## src/rtl/usb_pkt_pkg.sv

```systemverilog
// Shared constants and FSM state encoding for the USB packetizer.
// The CSUM state exists only when USB_PKT_CHECKSUM_EN is defined.
package usb_pkt_pkg;

    localparam logic [7:0] SOF_BYTE = 8'hA5;
    localparam logic [7:0] EOF_BYTE = 8'h5A;

    typedef enum logic [2:0] {
        ST_IDLE  = 3'd0,
        ST_SOF   = 3'd1,
        ST_REQ   = 3'd2,
        ST_WAIT  = 3'd3,
        ST_BYTES = 3'd4,
        ST_CNT   = 3'd5,
`ifdef USB_PKT_CHECKSUM_EN
        ST_CSUM  = 3'd6,
`endif
        ST_EOF   = 3'd7
    } state_t;

endpackage

```

## src/rtl/usb_byte_tx.sv

```systemverilog
// Output holding register for the synchronous USB FIFO byte interface.
// A byte moves when wr_n and txe_n are both low; otherwise data and wr_n are held.
module usb_byte_tx (
    input  logic       clk_i,
    input  logic       rst_i,
    input  logic       load_i,
    input  logic [7:0] byte_i,
    input  logic       txe_n_i,
    output logic       byte_done_o,
    output logic [7:0] data_o,
    output logic       wr_n_o
);

    logic       wr_n_q, wr_n_d;
    logic [7:0] data_q, data_d;

    assign byte_done_o = ~wr_n_q & ~txe_n_i;
    assign data_o      = data_q;
    assign wr_n_o      = wr_n_q;

    // A load on the transfer edge keeps wr_n low for back-to-back bytes.
    always_comb begin
        wr_n_d = wr_n_q;
        data_d = data_q;
        if (load_i) begin
            wr_n_d = 1'b0;
            data_d = byte_i;
        end else if (byte_done_o) begin
            wr_n_d = 1'b1;
        end
    end

    always_ff @(posedge clk_i) begin
        if (rst_i) begin
            wr_n_q <= 1'b1;
            data_q <= '0;
        end else begin
            wr_n_q <= wr_n_d;
            data_q <= data_d;
        end
    end

endmodule

```

## src/rtl/usb_packetizer.sv

```systemverilog
// Drains 32-bit TDC words from the capture buffer and frames them as byte packets
// (A5, payload MSB first, word count, [XOR checksum], 5A). Checksum: USB_PKT_CHECKSUM_EN.
module usb_packetizer
    import usb_pkt_pkg::*;
#(
    parameter int DATA_WIDTH = 32,
    parameter int MAX_WORDS  = 16
) (
    input  logic                  clk,
    input  logic                  rst,
    input  logic                  fifo_empty,
    output logic                  fifo_read_enable,
    input  logic [DATA_WIDTH-1:0] fifo_data,
    input  logic                  fifo_output_ready,
    input  logic                  usb_txe_n,
    output logic                  usb_wr_n,
    output logic [7:0]            usb_data,
    output logic [15:0]           pkt_count
);

    localparam int WCW = $clog2(MAX_WORDS + 1);
    localparam logic [WCW-1:0] MAX_CNT = WCW'(MAX_WORDS);

    state_t                state_q, state_d;
    logic [DATA_WIDTH-1:0] word_q, word_d;
    logic [1:0]            bidx_q, bidx_d;
    logic [WCW-1:0]        wcnt_q, wcnt_d;
    logic [WCW-1:0]        wcnt_inc;
    logic [15:0]           pkt_q, pkt_d;
    logic                  rd_q, rd_d;
    logic                  load;
    logic [7:0]            load_byte;
    logic                  byte_done;
    logic                  close_pkt;
`ifdef USB_PKT_CHECKSUM_EN
    logic [7:0]            csum_q, csum_d;
`endif

    assign wcnt_inc         = wcnt_q + WCW'(1);
    assign close_pkt        = (wcnt_inc == MAX_CNT) || fifo_empty;
    assign fifo_read_enable = rd_q;
    assign pkt_count        = pkt_q;

    usb_byte_tx u_byte_tx (
        .clk_i       (clk),
        .rst_i       (rst),
        .load_i      (load),
        .byte_i      (load_byte),
        .txe_n_i     (usb_txe_n),
        .byte_done_o (byte_done),
        .data_o      (usb_data),
        .wr_n_o      (usb_wr_n)
    );

    always_ff @(posedge clk) begin
        if (rst) begin
            state_q <= ST_IDLE;
        end else begin
            state_q <= state_d;
        end
    end

    always_comb begin
        state_d = state_q;
        case (state_q)
            ST_IDLE:  if (!fifo_empty) state_d = ST_SOF;
            ST_SOF:   if (byte_done) state_d = ST_REQ;
            ST_REQ:   state_d = ST_WAIT;
            ST_WAIT: begin
                if (fifo_output_ready) state_d = ST_BYTES;
                else if (!fifo_empty)  state_d = ST_REQ;
                else                   state_d = ST_CNT;
            end
            ST_BYTES: if (byte_done && bidx_q == 2'd3) state_d = close_pkt ? ST_CNT : ST_REQ;
`ifdef USB_PKT_CHECKSUM_EN
            ST_CNT:   if (byte_done) state_d = ST_CSUM;
            ST_CSUM:  if (byte_done) state_d = ST_EOF;
`else
            ST_CNT:   if (byte_done) state_d = ST_EOF;
`endif
            ST_EOF:   if (byte_done) state_d = ST_IDLE;
            default:  state_d = ST_IDLE;
        endcase
    end

    // Next byte is loaded on the edge that enters (or advances within) a presenting state.
    always_comb begin
        load      = 1'b0;
        load_byte = '0;
        word_d    = word_q;
        bidx_d    = bidx_q;
        wcnt_d    = wcnt_q;
        pkt_d     = pkt_q;
        rd_d      = (state_d == ST_REQ);
`ifdef USB_PKT_CHECKSUM_EN
        csum_d    = csum_q;
`endif
        case (state_q)
            ST_IDLE: begin
                if (!fifo_empty) begin
                    load      = 1'b1;
                    load_byte = SOF_BYTE;
                    wcnt_d    = '0;
`ifdef USB_PKT_CHECKSUM_EN
                    csum_d    = '0;
`endif
                end
            end
            ST_WAIT: begin
                if (fifo_output_ready) begin
                    load      = 1'b1;
                    load_byte = fifo_data[DATA_WIDTH-1 -: 8];
                    word_d    = fifo_data;
                    bidx_d    = '0;
                end else if (fifo_empty) begin
                    load      = 1'b1;
                    load_byte = 8'(wcnt_q);
                end
            end
            ST_BYTES: begin
                if (byte_done) begin
`ifdef USB_PKT_CHECKSUM_EN
                    csum_d = csum_q ^ usb_data;
`endif
                    if (bidx_q != 2'd3) begin
                        load      = 1'b1;
                        load_byte = word_q[DATA_WIDTH-9 -: 8];
                        word_d    = {word_q[DATA_WIDTH-9:0], 8'h00};
                        bidx_d    = bidx_q + 2'd1;
                    end else begin
                        wcnt_d = wcnt_inc;
                        if (close_pkt) begin
                            load      = 1'b1;
                            load_byte = 8'(wcnt_inc);
                        end
                    end
                end
            end
            ST_CNT: begin
                if (byte_done) begin
                    load      = 1'b1;
`ifdef USB_PKT_CHECKSUM_EN
                    load_byte = csum_q;
`else
                    load_byte = EOF_BYTE;
`endif
                end
            end
`ifdef USB_PKT_CHECKSUM_EN
            ST_CSUM: begin
                if (byte_done) begin
                    load      = 1'b1;
                    load_byte = EOF_BYTE;
                end
            end
`endif
            ST_EOF: begin
                if (byte_done) pkt_d = pkt_q + 16'd1;
            end
            default: ;
        endcase
    end

    always_ff @(posedge clk) begin
        if (rst) begin
            word_q <= '0;
            bidx_q <= '0;
            wcnt_q <= '0;
            pkt_q  <= '0;
            rd_q   <= 1'b0;
`ifdef USB_PKT_CHECKSUM_EN
            csum_q <= '0;
`endif
        end else begin
            word_q <= word_d;
            bidx_q <= bidx_d;
            wcnt_q <= wcnt_d;
            pkt_q  <= pkt_d;
            rd_q   <= rd_d;
`ifdef USB_PKT_CHECKSUM_EN
            csum_q <= csum_d;
`endif
        end
    end

endmodule

```

## config.mk

```make
export PLATFORM = sky130hd
export DESIGN_NAME = usb_packetizer
export DESIGN_NICKNAME = d
export VERILOG_FILES = /design/src/rtl/usb_pkt_pkg.sv /design/src/rtl/usb_byte_tx.sv /design/src/rtl/usb_packetizer.sv
export SDC_FILE = /design/constraint.sdc
export NUM_CORES = 1
export LEC_CHECK = 0
export ABC_AREA = 1
export BUFFER_PORTS_ARGS = -buffer_cell sky130_fd_sc_hd__buf_4
export CAP_MARGIN = 20
export CORE_UTILIZATION = 59
export DETAILED_ROUTE_END_ITERATION = 8
export GPL_ROUTABILITY_DRIVEN = 0
export PLACE_DENSITY_LB_ADDON = 0.08
export RECOVER_POWER = 100
export SLEW_MARGIN = 20
export SYNTH_ARGS = -nofsm -noshare
export SYNTH_HDL_FRONTEND = slang
export SYNTH_SLANG_ARGS = --single-unit
```

## constraint.sdc

```tcl
create_clock -name clk -period 3.95 [get_ports clk]
set_input_delay 0.1975 -clock clk [delete_from_list [all_inputs] [get_ports clk]]
set_output_delay 0.1975 -clock clk [all_outputs]
set_load 0.02 [all_outputs]
```

==> results.ini <==
[setup_path]
crit_start=state_q[1]$_SDFF_PP0_
start_kind=register
r2r_cells=9
critical-path-max-stage-delay_ns=0.44
critical_path.max_fanout=43
end_kind=register
crit_end=word_q[23]$_SDFFE_PP0P_
worst_ep_arrival_time_ns=2.87
crit_path_cell_trace=nor2_1 -> nand2_1 -> buf_4 -> inv_1 -> a21oi_1 -> nand2_1 -> inv_4 -> o21ai_0 -> a31oi_1
cp.required_ns=4.22
regToRegSetupSlack_ns=1.35
crit_top_cell=nand2_1
slowest_stage=dfxtp_1
r2r-end=word_q[23]$_SDFFE_PP0P_
rr_startpoint=state_q[1]$_SDFF_PP0_
crit_type=reg2reg

[cts]
clock_sinks=60
cts-resized-gates=0
clk-insertion-delay-late_ns=0.34
post-cts-setup-buffers=0
clockRootBuffer=clkbuf_8
clk_pin_slew_ns=0.07
ctsHoldBuffers=0
cts_tree=done
cts_max_path_buffers=2
htree_levels=3
numCtsBuffers=9

[timing]
finalSetupViolations=0
max_freq_mhz=385
timing.hold.ws_ns=0.131
finalHoldViolCount=0
grt_setup_unrepaired=false
finalCritPeriodShare_pct=65.7
maxSlewHeadroom_pct=21.1
min_period_ns=2.60
setup_tns_ns=0
setup_slack_ns=1.35
fin_skew_ns=0.00912
drv_slew=0
max_slew.worst_pin.slew_ns=1.18

[pwr]
leakagePower_nw=1.57
total_power_mw=1.42
p_per_area_nw_per_um2=398
ir_worst_vdd_uv=307

[finish]
fin_cells=563
multiInputGateArea_um2=1510
utilization_pct=74.1
final_common_cell=nand2_1
drive_gt1_share_pct=12.7
fin_nets=532
num-fill-cells=453
design_area_um2=3570
n_antenna_cell=0
seq_area_um2=1200
area_delta_synth_final_pct=17.8
layout_common_cells=nand2_1 (108), dfxtp_1 (60), inv_1 (42), nor2_1 (39)

[floorplanning]
fp.dieArea_um2=5430
fp.dieH_um=73.7
core_um2=4820
pin_count=63
start_util_pct=62.9
die_w_um=73.7
rows=25

[synthesis]
seq_area_frac_synth_pct=39.7
synth_cell_types=34
synth_cells=432
synth-warning-count=0
synth_top_area_share_pct=39.7
synth_fp_nets=473
ys_seq_elements=60
synth_largest_area_cell=dfxtp_1
syn_area_um2=3030
synth.avg_cell_area_um2=7.01
yosys-top-cells-area=dfxtp_1 (40%), nand2_1 (13%), nand3_1 (5.8%)

[drt]
vias=3071
viasPerCell=5.45
antenna_left=0
drtIter0Drc=193
drcViolationCount=0
wire_per_inst_um=12.6
wl_um=7120
drt-pass1-iter-count=5

[global_routing]
grt_max_degree=44
grt_pass1_wl_um=11400
antenna_found_initial=0
grt_pass1_vias=2696
track_usage_pct=27.4
overflow=0

[run_status]
status=completed

[hold_path]
min_path_type=in2reg
min_from=fifo_data[3]

[place]
place_ws_ns=1.79
placed_cell_area_um2=3500
hpwl_um=5040
io_buffers=62
place_inst=547

[run]
maxCapViolCount=0

-- flip-flops by register name, summed over array words and instances, names as in the netlist --
signal and flops:
wcnt_q 5, word_q 24, bidx_q 2, u_byte_tx.data_o 8, pkt_count 16, u_byte_tx.wr_n_o 1, fifo_read_enable 1, state_q 3
-- power by group --
group | total [mW] | switching (mW) | internal (mW)
Combinational | 0.153 | 0.0903 | 0.0624
Clock | 0.626 | 0.254 | 0.372
Sequential | 0.641 | 0.0152 | 0.626
Total | 1.42 | 0.359 | 1.06
-- how the worst min path moves through the flow --
stage	cells past startpoint	slack, ns	end
floorplan	2	0.35	pkt_count[6]$_SDFFE_PP0P_
global placement	2	0.45	pkt_count[15]$_SDFFE_PP0P_
detailed placement	2	0.46	word_q[2]$_SDFFE_PP0P_
CTS	3	0.13	word_q[2]$_SDFFE_PP0P_
global route	3	0.14	word_q[0]$_SDFFE_PP0P_
finish	3	0.13	word_q[3]$_SDFFE_PP0P_
-- layout make-up --
type	instances	share of cell area (%)
Inverter	47	5.02
Clock inverter	6	2.42
Clock buffer	10	3.86
Multi-Input combinational cell	310	42.3
Timing Repair Buffer	63	10.4
Tap cell	67	2.35
Sequential cell	60	33.7
-- synth_stat cells, drive strengths merged --
master and count:
nor3 5, nand3 36, a22oi 1, a211oi 6, nor4 2, o21ai 35
o211a 1, buf 8, nand3b 8, a21oi 33, nand4 4, o21a 4
nand2 110, a21boi 1, nor2 41, inv 46, clkbuf 7, a31oi 18
ha 4, dfxtp 60, clkinv 1, nor3b 1
-- critical path: cells and delay by family (launching register included) --
family | cells | cell delay (ns)
AND/OR/NAND/NOR | 3 | 0.42
buffers and inverters | 3 | 1.06
AO/OA/AOI/OAI | 3 | 0.62
flip-flops | 1 | 0.44
-- routing by layer --
metal	vias up	GRT usage (%)	routed length, um
met1	1389	34.5	3200
met2	111	45.6	3420
met4	0	12.4	131
met5	-	0	0
li1	1557	-	-
met3	14	4.66	368
-- logic make-up after synthesis --
logic type	after synthesis	share of synthesized area, %
DFF	60	39.7
buffers and inverters	62	8.80
AOI/OAI and AO/OA	99	19.1
and+or+nand+nor	207	30.8
adders and majority gates	4	1.65
Note: power is estimated with default switching activity, not from simulation.
